$ cat config.mk
export PLATFORM = sky130hd
export DESIGN_NAME = mul_seq
export DESIGN_NICKNAME = d
export VERILOG_FILES = /design/src/rtl/mul_seq_pkg.sv /design/src/rtl/mul_digit.sv /design/src/rtl/mul_seq.sv
export SDC_FILE = /design/constraint.sdc
export NUM_CORES = 1
export LEC_CHECK = 0
export BUFFER_PORTS_ARGS = -buffer_cell sky130_fd_sc_hd__buf_2
export CORE_ASPECT_RATIO = 1.1
export CORE_MARGIN = 4
export CORE_UTILIZATION = 40
export CTS_CLUSTER_SIZE = 20
export DETAILED_ROUTE_END_ITERATION = 12
export PLACE_DENSITY_LB_ADDON = 0.05
export RECOVER_POWER = 100
export SETUP_SLACK_MARGIN = 0.05
export SYNTH_ARGS = -nofsm -noshare
export SYNTH_HDL_FRONTEND = slang
export SYNTH_SLANG_ARGS = --single-unit
export TNS_END_PERCENT = 1
$ cat constraint.sdc
create_clock -name clk -period 10.4 [get_ports clk]
set_input_delay 1.56 -clock clk [delete_from_list [all_inputs] [get_ports clk]]
set_output_delay 1.56 -clock clk [all_outputs]
set_load 0.02 [all_outputs]
$ cat src/rtl/mul_seq_pkg.sv
// Shared types and helpers for the iterative multiplier: FSM state encoding,
// step count and the signed-magnitude conversion applied to operands.
package mul_seq_pkg;

    typedef enum logic [1:0] {
        IDLE = 2'd0,
        BUSY = 2'd1,
        DONE = 2'd2
    } state_t;

    // Widest operand abs_mag can handle; the top rejects larger WIDTH.
    localparam int MAX_W = 64;

    function automatic int steps(input int width, input int digit);
        return width / digit;
    endfunction

    // |x| as an unsigned width-bit value when signed and negative, else x raw.
    function automatic logic [MAX_W-1:0] abs_mag(input logic [MAX_W-1:0] x,
                                                 input int              width,
                                                 input logic            sgn);
        logic [MAX_W-1:0] mask;
        logic             neg;
        if (width >= MAX_W) begin
            mask = {MAX_W{1'b1}};
        end else begin
            mask = (MAX_W'(1) << width) - MAX_W'(1);
        end
        neg = sgn & x[width-1];
        return neg ? ((~x + MAX_W'(1)) & mask) : (x & mask);
    endfunction

endpackage

$ cat src/rtl/mul_digit.sv
// Combinational WIDTH x DIGIT unsigned partial-product unit.
module mul_digit
    import mul_seq_pkg::*;
#(
    parameter int WIDTH = 16,
    parameter int DIGIT = 4
) (
    input  logic [WIDTH-1:0]       i_a,
    input  logic [DIGIT-1:0]       i_d,
    output logic [WIDTH+DIGIT-1:0] o_p
);

    assign o_p = (WIDTH+DIGIT)'(i_a) * (WIDTH+DIGIT)'(i_d);

endmodule

$ cat src/rtl/mul_seq.sv
// Iterative WIDTH x WIDTH multiplier retiring DIGIT bits of b per cycle,
// with per-transaction signed mode and valid/ready on both sides.
module mul_seq
    import mul_seq_pkg::*;
#(
    parameter int WIDTH = 16,
    parameter int DIGIT = 4
) (
    input  logic               clk,
    input  logic               reset,
    input  logic               in_valid,
    output logic               in_ready,
    input  logic [WIDTH-1:0]   a,
    input  logic [WIDTH-1:0]   b,
    input  logic               is_signed,
    output logic               out_valid,
    input  logic               out_ready,
    output logic [2*WIDTH-1:0] r
);

    localparam int STEPS = steps(WIDTH, DIGIT);
    localparam int CNT_W = (STEPS > 1) ? $clog2(STEPS) : 1;
    localparam int PW    = 2 * WIDTH;

    if (((WIDTH % DIGIT) != 0) || (WIDTH > MAX_W)) begin : g_param_check
        $error("mul_seq: WIDTH must be a multiple of DIGIT and at most MAX_W");
    end

    state_t             r_state;
    state_t             w_state_next;
    logic [WIDTH-1:0]   r_a_mag;
    logic [WIDTH-1:0]   r_b_mag;
    logic               r_neg;
    logic [PW-1:0]      r_acc;
    logic [CNT_W-1:0]   r_cnt;
    logic [PW-1:0]      r_r;

    logic [WIDTH-1:0]       w_a_mag;
    logic [WIDTH-1:0]       w_b_mag;
    logic [DIGIT-1:0]       w_digit;
    logic [WIDTH+DIGIT-1:0] w_pp;
    logic [PW-1:0]          w_pp_sh;
    logic [PW-1:0]          w_acc_next;
    logic                   w_last;

    assign w_a_mag    = WIDTH'(abs_mag(MAX_W'(a), WIDTH, is_signed));
    assign w_b_mag    = WIDTH'(abs_mag(MAX_W'(b), WIDTH, is_signed));
    assign w_digit    = r_b_mag[r_cnt*DIGIT +: DIGIT];
    assign w_pp_sh    = PW'(w_pp) << (r_cnt*DIGIT);
    assign w_acc_next = r_acc + w_pp_sh;
    assign w_last     = (r_cnt == CNT_W'(STEPS-1));

    mul_digit #(
        .WIDTH (WIDTH),
        .DIGIT (DIGIT)
    ) u_mul_digit (
        .i_a (r_a_mag),
        .i_d (w_digit),
        .o_p (w_pp)
    );

    // FSM state register.
    always_ff @(posedge clk) begin
        if (reset) begin
            r_state <= IDLE;
        end else begin
            r_state <= w_state_next;
        end
    end

    // Next-state decode; in_ready is implied by IDLE so in_valid alone accepts.
    always_comb begin
        w_state_next = r_state;
        case (r_state)
            IDLE:    if (in_valid)  w_state_next = BUSY; else w_state_next = IDLE;
            BUSY:    if (w_last)    w_state_next = DONE; else w_state_next = BUSY;
            DONE:    if (out_ready) w_state_next = IDLE; else w_state_next = DONE;
            default: w_state_next = IDLE;
        endcase
    end

    // Operand capture, digit-serial accumulation and the result register.
    always_ff @(posedge clk) begin
        if (reset) begin
            r_a_mag <= {WIDTH{1'b0}};
            r_b_mag <= {WIDTH{1'b0}};
            r_neg   <= 1'b0;
            r_acc   <= {PW{1'b0}};
            r_cnt   <= {CNT_W{1'b0}};
            r_r     <= {PW{1'b0}};
        end else begin
            case (r_state)
                IDLE: begin
                    if (in_valid) begin
                        r_a_mag <= w_a_mag;
                        r_b_mag <= w_b_mag;
                        r_neg   <= is_signed & (a[WIDTH-1] ^ b[WIDTH-1]);
                        r_acc   <= {PW{1'b0}};
                        r_cnt   <= {CNT_W{1'b0}};
                    end
                end
                BUSY: begin
                    r_acc <= w_acc_next;
                    r_cnt <= r_cnt + CNT_W'(1);
                    if (w_last) begin
                        r_r <= r_neg ? (-w_acc_next) : w_acc_next;
                    end
                end
                default: begin
                end
            endcase
        end
    end

    assign in_ready  = (r_state == IDLE);
    assign out_valid = (r_state == DONE);
    assign r         = r_r;

endmodule

Yosys cells after proc, flatten, opt, wreduce, memory -nomap -nowiden
Cells that the tools add are included.

Eq/ne operators: 4. $mul: 1. Bitwise logic cells: 6. Shifts and indexed selects: 2. Magnitude comparators: 0. Multiplexer cells: 11. Reductions and logical operators: 5. Add/subtract/negate cells: 5. Div/mod/pow operators: 0.

Operator list (number): $mux W32 (2); $pmux W32 S2 (1); $add A16 B1 Y16 const B (2); $add A32 B32 Y32 (1); $mux W16 (2); $neg A32 Y32 (1); $not A16 Y16 (2); $shl A20 B4 Y32 (1); $mul A16 B4 Y20 (1); $shiftx A16 B5 Y4 (1); $mux W2 (3); $pmux W2 S3 (1); $reduce_and A2 Y1 (3); $eq A2 B2 Y1 const B (2); $pmux W2 S2 (1); $and A1 B1 Y1 (3); $add A2 B1 Y2 const B (1); $eq A2 B1 Y1 const B (1); $logic_not A2 Y1 (1); $ne A2 B2 Y1 const B (1); $reduce_bool A2 Y1 (1); $mux W1 (1); $xor A1 B1 Y1 (1).

Latch bits: 0. Output and inout bits: 34. Bits of input ports: 37. Memory bits (read-only): 0. Memories kept: 0. Flip-flop bits (word level): 101. Memory bits (writable): 0. Logic and storage cells: 41.

Logic depth before layout (Yosys ltp)
Gate-level depths: netlist of run 1.

Depth after elaboration: 6. Depth in mapped cells: 33.

By module
A second synthesis of run 1 with hierarchy kept.

Cell total of the unflattened synthesis: 1231. Area, all modules: 9355.2 µm².

By module, submodules not included: mul_seq (area each 7267.0 µm², cells each 957, seq. area each 2021.9 µm², times used 1); mul_digit (area each 2088.3 µm², cells each 274, seq. area each 0.0 µm², times used 1).

Least setup slack after synthesis of run 1
OpenSTA, ideal clock, no wires.

Path type: reg-to-reg. From: register r_cnt[1]. To: register r_r[27], in the netlist r[27]. Library setup time: 88 ps. Stages on the path, launching flop included: 33. Arrival: 7778 ps. Setup slack: 2534 ps. Path buffers: 5. Required time: 10312 ps. Cells stage by stage: dfxtp_1 > clkbuf_1 > clkbuf_1 > mux4_2 > clkbuf_1 > nand2_1 > fa_1 > inv_1 > fa_1 > fa_1 > a21o_1 > a21oi_1 > o21bai_1 > nand2_1 > a31oi_1 > a21o_1 > a21oi_1 > xor2_1 > o21ai_0 > o21a_1 > ha_1 > clkbuf_1 > a21oi_1 > a21boi_1 > a311oi_1 > nand2_1 > xor2_1 > or3_1 > or4_1 > buf_2 > or4b_4 > a21o_1 > a311oi_2.

Cells in the longest elaborated chain, start to end: 6. Elaborated cells on any way between the ends: 8. Classes of those cells: 2 x add/sub; 1 x mul; 1 x eq/ne; 2 x shift; 1 x mux; 1 x reduce/logical.

Ends and longest elaborated chain: from (decl) (RTL line mul_seq.sv:35) `logic [CNT_W-1:0] r_cnt;`; from (signal assigned) (RTL line mul_seq.sv:89) `r_cnt <= {CNT_W{1'b0}};`; from (signal assigned) (RTL line mul_seq.sv:99) `r_cnt <= {CNT_W{1'b0}};`; from (signal assigned) (RTL line mul_seq.sv:104) `r_cnt <= r_cnt + CNT_W'(1);`; $shiftx A16 B5 Y4 (RTL line mul_seq.sv:48) `assign w_digit = r_b_mag[r_cnt*DIGIT +: DIGIT];`; $mul A16 B4 Y20 (RTL line mul_digit.sv:13) `assign o_p = (WIDTH+DIGIT)'(i_a) * (WIDTH+DIGIT)'(i_d);`; $shl A20 B4 Y32 (RTL line mul_seq.sv:49) `assign w_pp_sh = PW'(w_pp) << (r_cnt*DIGIT);`; $add A32 B32 Y32 (RTL line mul_seq.sv:50) `assign w_acc_next = r_acc + w_pp_sh;`; $neg A32 Y32 (RTL line mul_seq.sv:106) `r_r <= r_neg ? (-w_acc_next) : w_acc_next;`; $mux W32 (RTL line mul_seq.sv:106); to (signal assigned) (RTL line mul_seq.sv:90) `r_r <= {PW{1'b0}};`; to (signal assigned) (RTL line mul_seq.sv:106); to (decl) (RTL line mul_seq.sv:36) `logic [PW-1:0] r_r;`.

Parallel ways exist; a longest one is shown, timed or not. A chain may end at the register's enable or synchronous reset.

Worst setup path after layout of run 1
From: register r_cnt[0]. To: register r_r[27], in the netlist r[27].

Same word-level chain as after synthesis.

==> summary.md, run 1 <==
| Metric | Value |
|---|---|
| Mapped cell area | 0.00927 mm2 |
| CP Capture Type | flop |
| Ys async rst share | 0% |
| TNS Setup | 0 ps |
| DRC viols | 0 |
| Number of diodes | 0 |
| Worst skew pair latency | 370 ps |
| Antenna-violating nets left | 0 |
| Register area share after synthesis | 21.8% |
| HP Class | flop to flop |
| DRT iter0 DRCs | 473 |
| Post-CTS Setup Bufs | 0 |
| Hold Slack | 464 ps |
| Flops & latches, synth | 101 |
| Num rows | 58 |
| CTS max path bufs | 2 |
| Sequential share of power | 37.6% |
| Clock slew at reported path FFs | 90 ps |
| Fin crit share | 88.7% |
| # hold bufs at CTS | 0 |
| Final hold violation count | 0 |
| All-layer global routing usage | 21.1% |
| Max Freq | 108 MHz |
| CTS tree | done |
| Largest net degree at the start of global routing | 73 |
| Vias in the first global route | 8350 |
| Slew HR | -141% |
| Post-layout minimum cycle time | 9220 ps |
| LEAKAGE | 4.09 nW |
| IO buf count | 70 |
| Die height | 168 um |
| Critical path type | flop to flop |
| Int Pwr | 686 uW |
| Clk_skew | 15.0 ps |
| Critical Path RT | 10640 ps |
| WL met1 | 13800 um |
| Most used flip-flop cell after synthesis | dfxtp_1 |
| EDFF count, synth | 0 |
| Syn nets | 1377 |
| Core area | 0.0229 mm2 |
| Synth warn | 0 |
| Final setup vio count | 0 |
| Gate power share | 30.6% |
| Htree depth | 3 |
| Sw Ratio | 38.0% |
| Share of cells above drive strength 1 | 6.05% |
| VDD IR max | 0.0776 mV |
| Vias | 8786 |
| Layout Nets | 1392 |
| RSZ-0062 raised after global routing | no |
| WL met3 | 943 um |
| TritonRoute pass-1 iters | 5 |
| Final wirelength | 27200 um |
| Max Transition Viols Final | 73 |
| GPL Wtd Cong | 0.858 |
| PostCTS Resize Cnt | 0 |
| First-pass GRT wire length | 44800 um |
| Psw | 420 uW |
| Clk root buf | clkbuf_16 |
| Antenna violations before repair | 0 |
| Inserted Clock Buffers | 9 |
| Routed wl met2 | 11900 um |
| Mapped Avg Cell Area | 7.41 um2 |
| WL/cell | 17.3 um |
| Die Width | 153 um |
| Cell count after synthesis | 1252 |
| Max cap viols | 2 |
| Failing checks | capacitance limit, slew limit |
| Critical Path Start Type | flop |
| Final HPWL DP | 21200 um |
| Area Growth Syn to Fin | 8.12% |
| Clock Power Share | 31.8% |
| Top sig layer | met4 |
| Grt ovf | 0 |
| Worst Path Arrival | 9460 ps |
| Placed Cells | 1556 |
| PwrDens | 110 mW/mm2 |
| Die area | 0.0257 mm2 |
| Vias/cell | 5.59 |
| Non-filler cells, final | 1572 |
| Unique cell type count in the Yosys netlist | 69 |
| Ports | 71 |
| Initial core utilization | 40.6% |
| Status | finished, violations left |
| Worst-margin pin slew | 3610 ps |
| Crit path max fanout | 34 |
| Sink Count | 101 |
layout by cell type (no fill, tap or decap), types with 9 or more instances in the layout:
| master | count |
|---|---|
| nand4_1 | 12 |
| nor2_1 | 129 |
| a211oi_1 | 43 |
| xnor2_1 | 39 |
| and3_1 | 12 |
| a21oi_1 | 101 |
| o21a_1 | 10 |
| nand2_1 | 150 |
| nor3_1 | 23 |
| inv_1 | 70 |
| a21o_1 | 15 |
| clkbuf_1 | 37 |
| ha_1 | 59 |
| o31ai_1 | 16 |
| or3_1 | 14 |
| xor2_1 | 44 |
| nand3_1 | 52 |
| buf_2 | 35 |
| dfxtp_1 | 101 |
| fa_1 | 29 |
| o21ai_0 | 59 |
| clkbuf_16 | 9 |
| and2_1 | 55 |
| mux2i_1 | 11 |
| a31oi_1 | 18 |
| o21bai_1 | 9 |
cells by family (layout without fill, tap and decap cells):
group | after synthesis | in the layout | share of synthesized area, %
AOI/OAI and AO/OA | 326 | 326 | 22.7
and+or+nand+nor | 492 | 492 | 25.0
adders and majority gates | 88 | 88 | 14.2
muxes | 19 | 19 | 2.64
DFF | 101 | 101 | 21.8
buffers and inverters | 143 | 163 | 5.80
xor gates and xnor gates | 83 | 83 | 7.84
stage by stage:
step	power [mW]	instance area (um2)	setup slack (ps)	util (%)
after floorplan	0.665	9270	2530	-
after global placement	0.767	9780	1980	42.8
after detailed placement	0.764	9780	1860	42.8
after CTS	1.12	10100	1830	44.1
after global routing	1.17	10000	546	43.9
final	1.11	10000	1180	43.9
cell usage after synthesis (3+ instances only):
master     number  area (um2)
nand2_1       151         567
nor2_1        129         484
a21oi_1       101         505
dfxtp_1       101        2020
inv_1          70         263
clkbuf_1       65         244
and2_1         64         400
ha_1           59         738
o21ai_0        53         265
nand3_1        52         260
xor2_1         44         385
a211oi_1       43         323
xnor2_1        39         342
fa_1           29         581
nor3_1         23         115
a31oi_1        18         113
o31ai_1        16         120
a21o_1         15         113
or3_1          14        87.6
and3_1         12        75.1
nand4_1        12        75.1
mux2i_1        11         110
o21a_1         10        75.1
o21bai_1        9        67.6
a311oi_1        8        70.1
nor2b_1         8        50.1
o21ai_1         8        40.0
nand2b_1        7        43.8
or4_1           7        52.6
buf_1           6        22.5
o211ai_1        5        37.5
mux2_2          4        45.0
mux4_2          4        90.1
o2111ai_1       4        35.0
a2111oi_0       3        26.3
a211o_1         3        26.3
nor3b_1         3        22.5
nor4_1          3        18.8
o41ai_1         3        26.3
flip-flops by register name (all words and copies together), names as in the netlist:
| register | cells |
|---|---|
| r_b_mag | 16 |
| r_state | 2 |
| r_a_mag | 16 |
| r_neg | 1 |
| r | 32 |
| r_acc | 32 |
| r_cnt | 2 |
power groups by stage:
stage          registers, mW  logic (mW)  clock network (mW)
2_1_floorplan          0.418       0.247                   0
3_3_place_gp           0.425       0.342                   0
3_5_place_dp           0.425       0.339                   0
4_1_cts                0.416       0.342               0.366
5_1_grt                0.419       0.376               0.379
6_report               0.416       0.338               0.351
final cells by class:
class / count / area (um2)
inverter: 71 / 267
sequential: 101 / 2020
tap: 300 / 375
multi-input combinational: 1008 / 6710
clock inverter: 7 / 80.1
fill: 2450 / 12800
timing repair buffer: 76 / 344
clock buffer: 9 / 225
final timing paths:
check / start / cells after the start / endpoint / slack [ps]
worst max-delay path: r_cnt[0] / 26 / r[27] / 1180
worst min-delay path: r[2] / 2 / r[2] / 460
worst max register to register: r_cnt[0] / 26 / r[27] / 1180
worst min register to register: r[2] / 2 / r[2] / 460
layer usage:
layer / GRT usage, % / vias to the layer above
li1: - / 4422
met1: 30.9 / 4172
met2: 32.5 / 158
met3: 2.79 / 34
met4: 5.66 / 0
met5: 0 / -
critical path: stages, from the launching register on:
cell      delay [ps]
dfxtp_1          440
clkbuf_1        1110
mux4_2           640
and2_0           260
fa_1             500
fa_1             480
a21o_1           190
a21oi_1          210
o21bai_1         110
nand2_1           70
a31oi_1          160
a21o_1           220
a21oi_1          160
xor2_1           210
o21ai_0          160
o21a_1           270
ha_1             400
a21oi_1          320
a21boi_0         140
a311oi_1         620
nand2_1          200
xor2_1           260
or3_1            360
or4_1            630
or4b_1           540
a21o_1           210
a311oi_2         210
Power figures use the tool's default switching activity.
==> inputs of run 2 (changes only) <==
==> constraint.sdc (replaced) <==
create_clock -name clk -period 8.44 [get_ports clk]
set_input_delay 1.266 -clock clk [delete_from_list [all_inputs] [get_ports clk]]
set_output_delay 1.266 -clock clk [all_outputs]
set_load 0.02 [all_outputs]
==> summary.md, run 2 (same netlist as run 1, synthesis figures left out) <==
| Metric | Value |
|---|---|
| Status | finished, violations left |
| Failing checks | capacitance limit, slew limit |
| Area Growth Syn to Fin | 11.2% |
| Die Width | 153 um |
| Antenna-violating nets left | 0 |
| DRC viols | 0 |
| DRT iter0 DRCs | 474 |
| Buffers & Inverters on Critical Path | 2 |
| Critical path type | flop to flop |
| VDD IR max | 0.0976 mV |
| TNS Setup | 0 ps |
| Fin crit share | 94.9% |
| Grt ovf | 0 |
| CTS tree | done |
| Die height | 168 um |
| CP delay by family, top | simple AND/OR/NAND/NOR gates |
| Max cap viols | 1 |
| Die area | 0.0257 mm2 |
| Most frequent cells in the layout | nand2_1 (150), nor2_1 (129), dfxtp_1 (100), a21oi_1 (99), inv_1 (70) |
| First-pass GRT wire length | 46200 um |
| Worst Path Arrival | 8310 ps |
| Reg2Reg Setup Slack | 430 ps |
| Vias in the first global route | 8469 |
| Sink Count | 101 |
| Final hold violation count | 0 |
| Worst-margin pin slew | 2430 ps |
| Share of cells above drive strength 1 | 8.11% |
| Reg2Reg Depth | 28 |
| # hold bufs at CTS | 0 |
| R2R Path Start | r_cnt[0] |
| Num rows | 58 |
| Commonest non-fill, non-tap cell in the layout | nand2_1 |
| Inserted Clock Buffers | 9 |
| Vias | 8934 |
| Critical Path End | r[31] |
| Power, Total | 1.42 mW |
| Antenna violations before repair | 0 |
| CP Launch Point | r_cnt[0] |
| IO buf count | 70 |
| Non-filler cells, final | 1594 |
| Htree depth | 3 |
| Max Freq | 125 MHz |
| Clock slew at reported path FFs | 80 ps |
| RSZ-0062 raised after global routing | no |
| Number of diodes | 0 |
| Core area | 0.0229 mm2 |
| Slew HR | -61.9% |
| Reg2Reg Capture Point | r[31] |
| Max Transition Viols Final | 53 |
| Crit path max fanout | 8 |
| Vias/cell | 5.60 |
| CP Capture Type | flop |
| Critical Path Start Type | flop |
| Clk_skew | 18.5 ps |
| Crit path max-delay cell type | mux4_2 |
| Worst hold start | r[8] |
| Clk root buf | clkbuf_16 |
| HP Class | flop to flop |
| PwrDens | 137 mW/mm2 |
| Final setup vio count | 0 |
| Worst skew pair latency | 370 ps |
| Final wirelength | 28400 um |
| CTS max path bufs | 2 |
| Initial core utilization | 40.6% |
| LEAKAGE | 4.19 nW |
| Post-layout minimum cycle time | 8010 ps |
| WL/cell | 17.8 um |
| All-layer global routing usage | 21.9% |
| CP max stage delay | 640 ps |
| Layout Nets | 1414 |
| Cell depth of the worst setup path | 28 |
| TritonRoute pass-1 iters | 5 |
| Critical Path RT | 8740 ps |
| Hold Slack | 455 ps |
| Ports | 71 |
| GPL Wtd Cong | 0.903 |
| Final HPWL DP | 21900 um |
| Placed Cells | 1573 |
| Largest net degree at the start of global routing | 78 |
==> run 2: timing repair <==
| action | 4_1_cts | 5_1_grt |
|---|---|---|
| cloned | 0 | 1 |
| resized for setup | 2 | 22 |
| setup endpoints to repair | 2 | 10 |
| setup buffers | 0 | 4 |
| pin swaps | 0 | 3 |
==> run 2: metal layers <==
metal	GRT usage [%]	up-vias	routed length [um]
met3	2.07	35	1210
li1	-	4482	-
met1	33.1	4222	14500
met2	33.3	195	12200
met4	5.66	0	552
met5	0	-	0
==> run 2: worst register-to-register path, delay by kind of cell, from the launching register on <==
family / cells / cell delay (ps)
adder cells (fa/ha/maj): 4 / 1760
AO/OA/AOI/OAI: 10 / 2030
XOR/XNOR: 1 / 250
AND/OR/NAND/NOR: 10 / 2750
buffers and inverters: 2 / 90
flip-flops: 1 / 430
multiplexers: 1 / 650
==> run 2: per-stage QoR <==
stage / utilization [%] / area (um2) / setup slack (ps)
finish: 45.1 / 10300 / 435
global route: 45.1 / 10300 / 36.2
CTS: 44.8 / 10200 / 99.6
detailed placement: 43.4 / 9910 / 62.3
global placement: 43.4 / 9910 / 86.7
floorplan: - / 9270 / 574
==> run 2: layout make-up <==
type / count / area [um2]
Clock buffer: 9 / 225
Clock inverter: 7 / 100
Fill cell: 2439 / 12600
Inverter: 71 / 267
Multi-Input combinational cell: 1009 / 6850
Sequential cell: 101 / 2020
Tap cell: 300 / 375
Timing Repair Buffer: 97 / 469
==> run 2: power breakdown <==
group | total [mW] | internal [mW] | leakage, nW | switching (mW)
registers | 0.515 | 0.495 | 0.821 | 0.0204
clock network | 0.463 | 0.241 | 0.158 | 0.222
logic | 0.438 | 0.151 | 3.21 | 0.287
total | 1.42 | 0.886 | 4.19 | 0.529
==> run 2: worst min-delay path by stage <==
stage,end,depth (start not counted)
floorplan,r_b_mag[10],2
global placement,r[8],2
detailed placement,r[8],2
CTS,r[8],2
global route,r[2],2
finish,r[8],2
==> inputs of run 3 (changes only) <==
--- a/config.mk
+++ b/config.mk
@@ -5,6 +5,7 @@
 export SDC_FILE = /design/constraint.sdc
 export NUM_CORES = 1
 export LEC_CHECK = 0
+export ABC_AREA = 1
 export BUFFER_PORTS_ARGS = -buffer_cell sky130_fd_sc_hd__buf_2
 export CORE_ASPECT_RATIO = 1.1
 export CORE_MARGIN = 4
==> summary.md, run 3 <==
| Metric | Value |
|---|---|
| Top post-synthesis cells by count | nand2_1 (483), inv_1 (270), nor2_1 (154), a21oi_1 (115), dfxtp_1 (101) |
| Final HPWL DP | 24700 um |
| LEAKAGE | 5.61 nW |
| CTS max path bufs | 2 |
| DRC viols | 0 |
| Vias in the first global route | 9721 |
| Post-Place Worst Slack | 1470 ps |
| Share of cells above drive strength 1 | 5.59% |
| Die height | 174 um |
| CP Capture Type | flop |
| Failing checks | capacitance limit, slew limit |
| CTS tree | done |
| Post-CTS Setup Bufs | 0 |
| Die Width | 159 um |
| Sink Count | 101 |
| Clock slew at reported path FFs | 90 ps |
| HP Class | flop to flop |
| Critical Path RT | 8710 ps |
| Clk_skew | 12.5 ps |
| Clk root buf | clkbuf_16 |
| Register area share after synthesis | 20.3% |
| Max cap viols | 2 |
| RSZ-0062 raised after global routing | no |
| Max Transition Viols Final | 104 |
| Most frequent cells in the layout | nand2_1 (497), inv_1 (274), nor2_1 (153), a21oi_1 (115) |
| R2R Path Start | r_cnt[0] |
| Max Freq | 137 MHz |
| DRT iter0 DRCs | 548 |
| Critical Path Start Type | flop |
| Post-synth top area share | 20.3% |
| Final setup vio count | 0 |
| Reg2Reg Capture Point | r[26] |
| Slew HR | -76.0% |
| Layout Nets | 1820 |
| PostCTS Resize Cnt | 0 |
| Fin worst setup slack | 1160 ps |
| Reg2Reg Setup Slack | 1160 ps |
| Vias/cell | 5.01 |
| Final hold violation count | 0 |
| TritonRoute pass-1 iters | 5 |
| Unique cell type count in the Yosys netlist | 47 |
| Fill cells | 2742 |
| Antenna-violating nets left | 0 |
| Mapped cell area | 0.00997 mm2 |
| Mapped Avg Cell Area | 6.04 um2 |
| Status | finished, violations left |
| Initial core utilization | 40.7% |
| Post-layout minimum cycle time | 7280 ps |
| VDD IR max | 0.0832 mV |
| Antenna violations before repair | 0 |
| Worst Path Arrival | 7550 ps |
| Hold endpoint | r_acc[14] |
| Worst skew pair latency | 370 ps |
| Flops & latches, synth | 101 |
| Most used cell, CP | nand2_1 |
| Vias | 10100 |
| Num rows | 60 |
| Ys async rst share | 0% |
| Crit path max fanout | 20 |
| Area Growth Syn to Fin | 8.47% |
| Cell count after synthesis | 1651 |
| IO buf count | 70 |
| TNS Setup | 0 ps |
| Reg2Reg Depth | 39 |
| Core area | 0.0245 mm2 |
| Crit path max-delay cell type | fa_1 |
| Critical path type | flop to flop |
| Worst-margin pin slew | 2640 ps |
| Inserted Clock Buffers | 9 |
| WL/cell | 15.2 um |
| Final wirelength | 30500 um |
| Commonest non-fill, non-tap cell in the layout | nand2_1 |
| PwrDens | 148 mW/mm2 |
| GPL Wtd Cong | 0.947 |
| Number of diodes | 0 |
| Synth warn | 0 |
| CP max stage delay | 520 ps |
| First-pass GRT wire length | 49700 um |
| Main area contributors after synthesis | dfxtp_1 (20%), nand2_1 (18%), inv_1 (10%) |
| Most used flip-flop cell after synthesis | dfxtp_1 |
| # hold bufs at CTS | 0 |
| Die area | 0.0275 mm2 |
| Most frequent cell after synthesis | nand2_1 |
| Final core occ | 44.2% |
| Ports | 71 |
| All-layer global routing usage | 22.5% |
| EDFF count, synth | 0 |
| Largest net degree at the start of global routing | 62 |
| Htree depth | 3 |
| Worst hold start | r_acc[14] |
| Grt ovf | 0 |
| Syn nets | 1776 |
| Number of cells on the worst hold path | 2 |
| Synth area leader | dfxtp_1 |
| Fin crit share | 86.2% |
## run 3: critical path: cells and delay by family, from the launching register on
family / cells / cell delay (ps)
AO/OA/AOI/OAI: 6 / 1080
XOR/XNOR: 1 / 160
adder cells (fa/ha/maj): 4 / 1790
buffers and inverters: 7 / 950
flip-flops: 1 / 340
AND/OR/NAND/NOR: 21 / 2860
## run 3: how the worst max path moves through the flow
stage,endpoint,start,depth (start not counted)
final,r[26],r_cnt[0],39
after floorplan,r[25],r_cnt[0],38
after global placement,r[26],r_cnt[0],39
after global routing,r[29],r_cnt[0],40
after detailed placement,r[26],r_cnt[0],39
after CTS,r[26],r_cnt[0],38
## run 3: final cells by class
| cell class | count | area [um2] | share of cell area, % |
|---|---|---|---|
| clock inverter | 7 | 91.3 | 0.844 |
| sequential | 101 | 2020 | 18.7 |
| multi-input combinational | 1219 | 6650 | 61.5 |
| clock buffer | 9 | 225 | 2.08 |
| tap | 310 | 388 | 3.59 |
| inverter | 283 | 1060 | 9.83 |
| timing repair buffer | 81 | 379 | 3.50 |
## run 3: through the flow
step | cells | power [mW] | instance area, um2 | hold WS [ps]
2_1_floorplan | 1651 | 0.991 | 9970 | 445
3_3_place_gp | 1994 | 1.17 | 10600 | 457
3_5_place_dp | 1994 | 1.17 | 10600 | 466
4_1_cts | 2010 | 1.64 | 10900 | 479
5_1_grt | 2010 | 1.72 | 10800 | 495
6_report | 2010 | 1.60 | 10800 | 475
## run 3: metal layers
| metal | vias up | GRT usage [%] | wire length, um |
|---|---|---|---|
| met3 | 42 | 2.05 | 694 |
| li1 | 5299 | - | - |
| met5 | - | 0 | 0 |
| met1 | 4570 | 25.9 | 12800 |
| met2 | 151 | 42.6 | 16000 |
| met4 | 0 | 7.43 | 1070 |
## run 3: cells by family (layout without fill, tap and decap cells)
group                      Yosys count  after routing  synth area share (%)
AOI/OAI and AO/OA                  255            255                  14.5
xor gates and xnor gates            47             47                  4.28
adders and majority gates           88             88                  13.2
buffers and inverters              331            380                  12.5
DFF                                101            101                  20.3
muxes                                3              3                 0.301
and+or+nand+nor                    826            826                  34.9
## run 3: where the power goes
part	internal [mW]	leakage [nW]	switching [mW]
Combinational	0.193	4.64	0.438
Clock	0.215	0.152	0.242
Sequential	0.500	0.823	0.0152
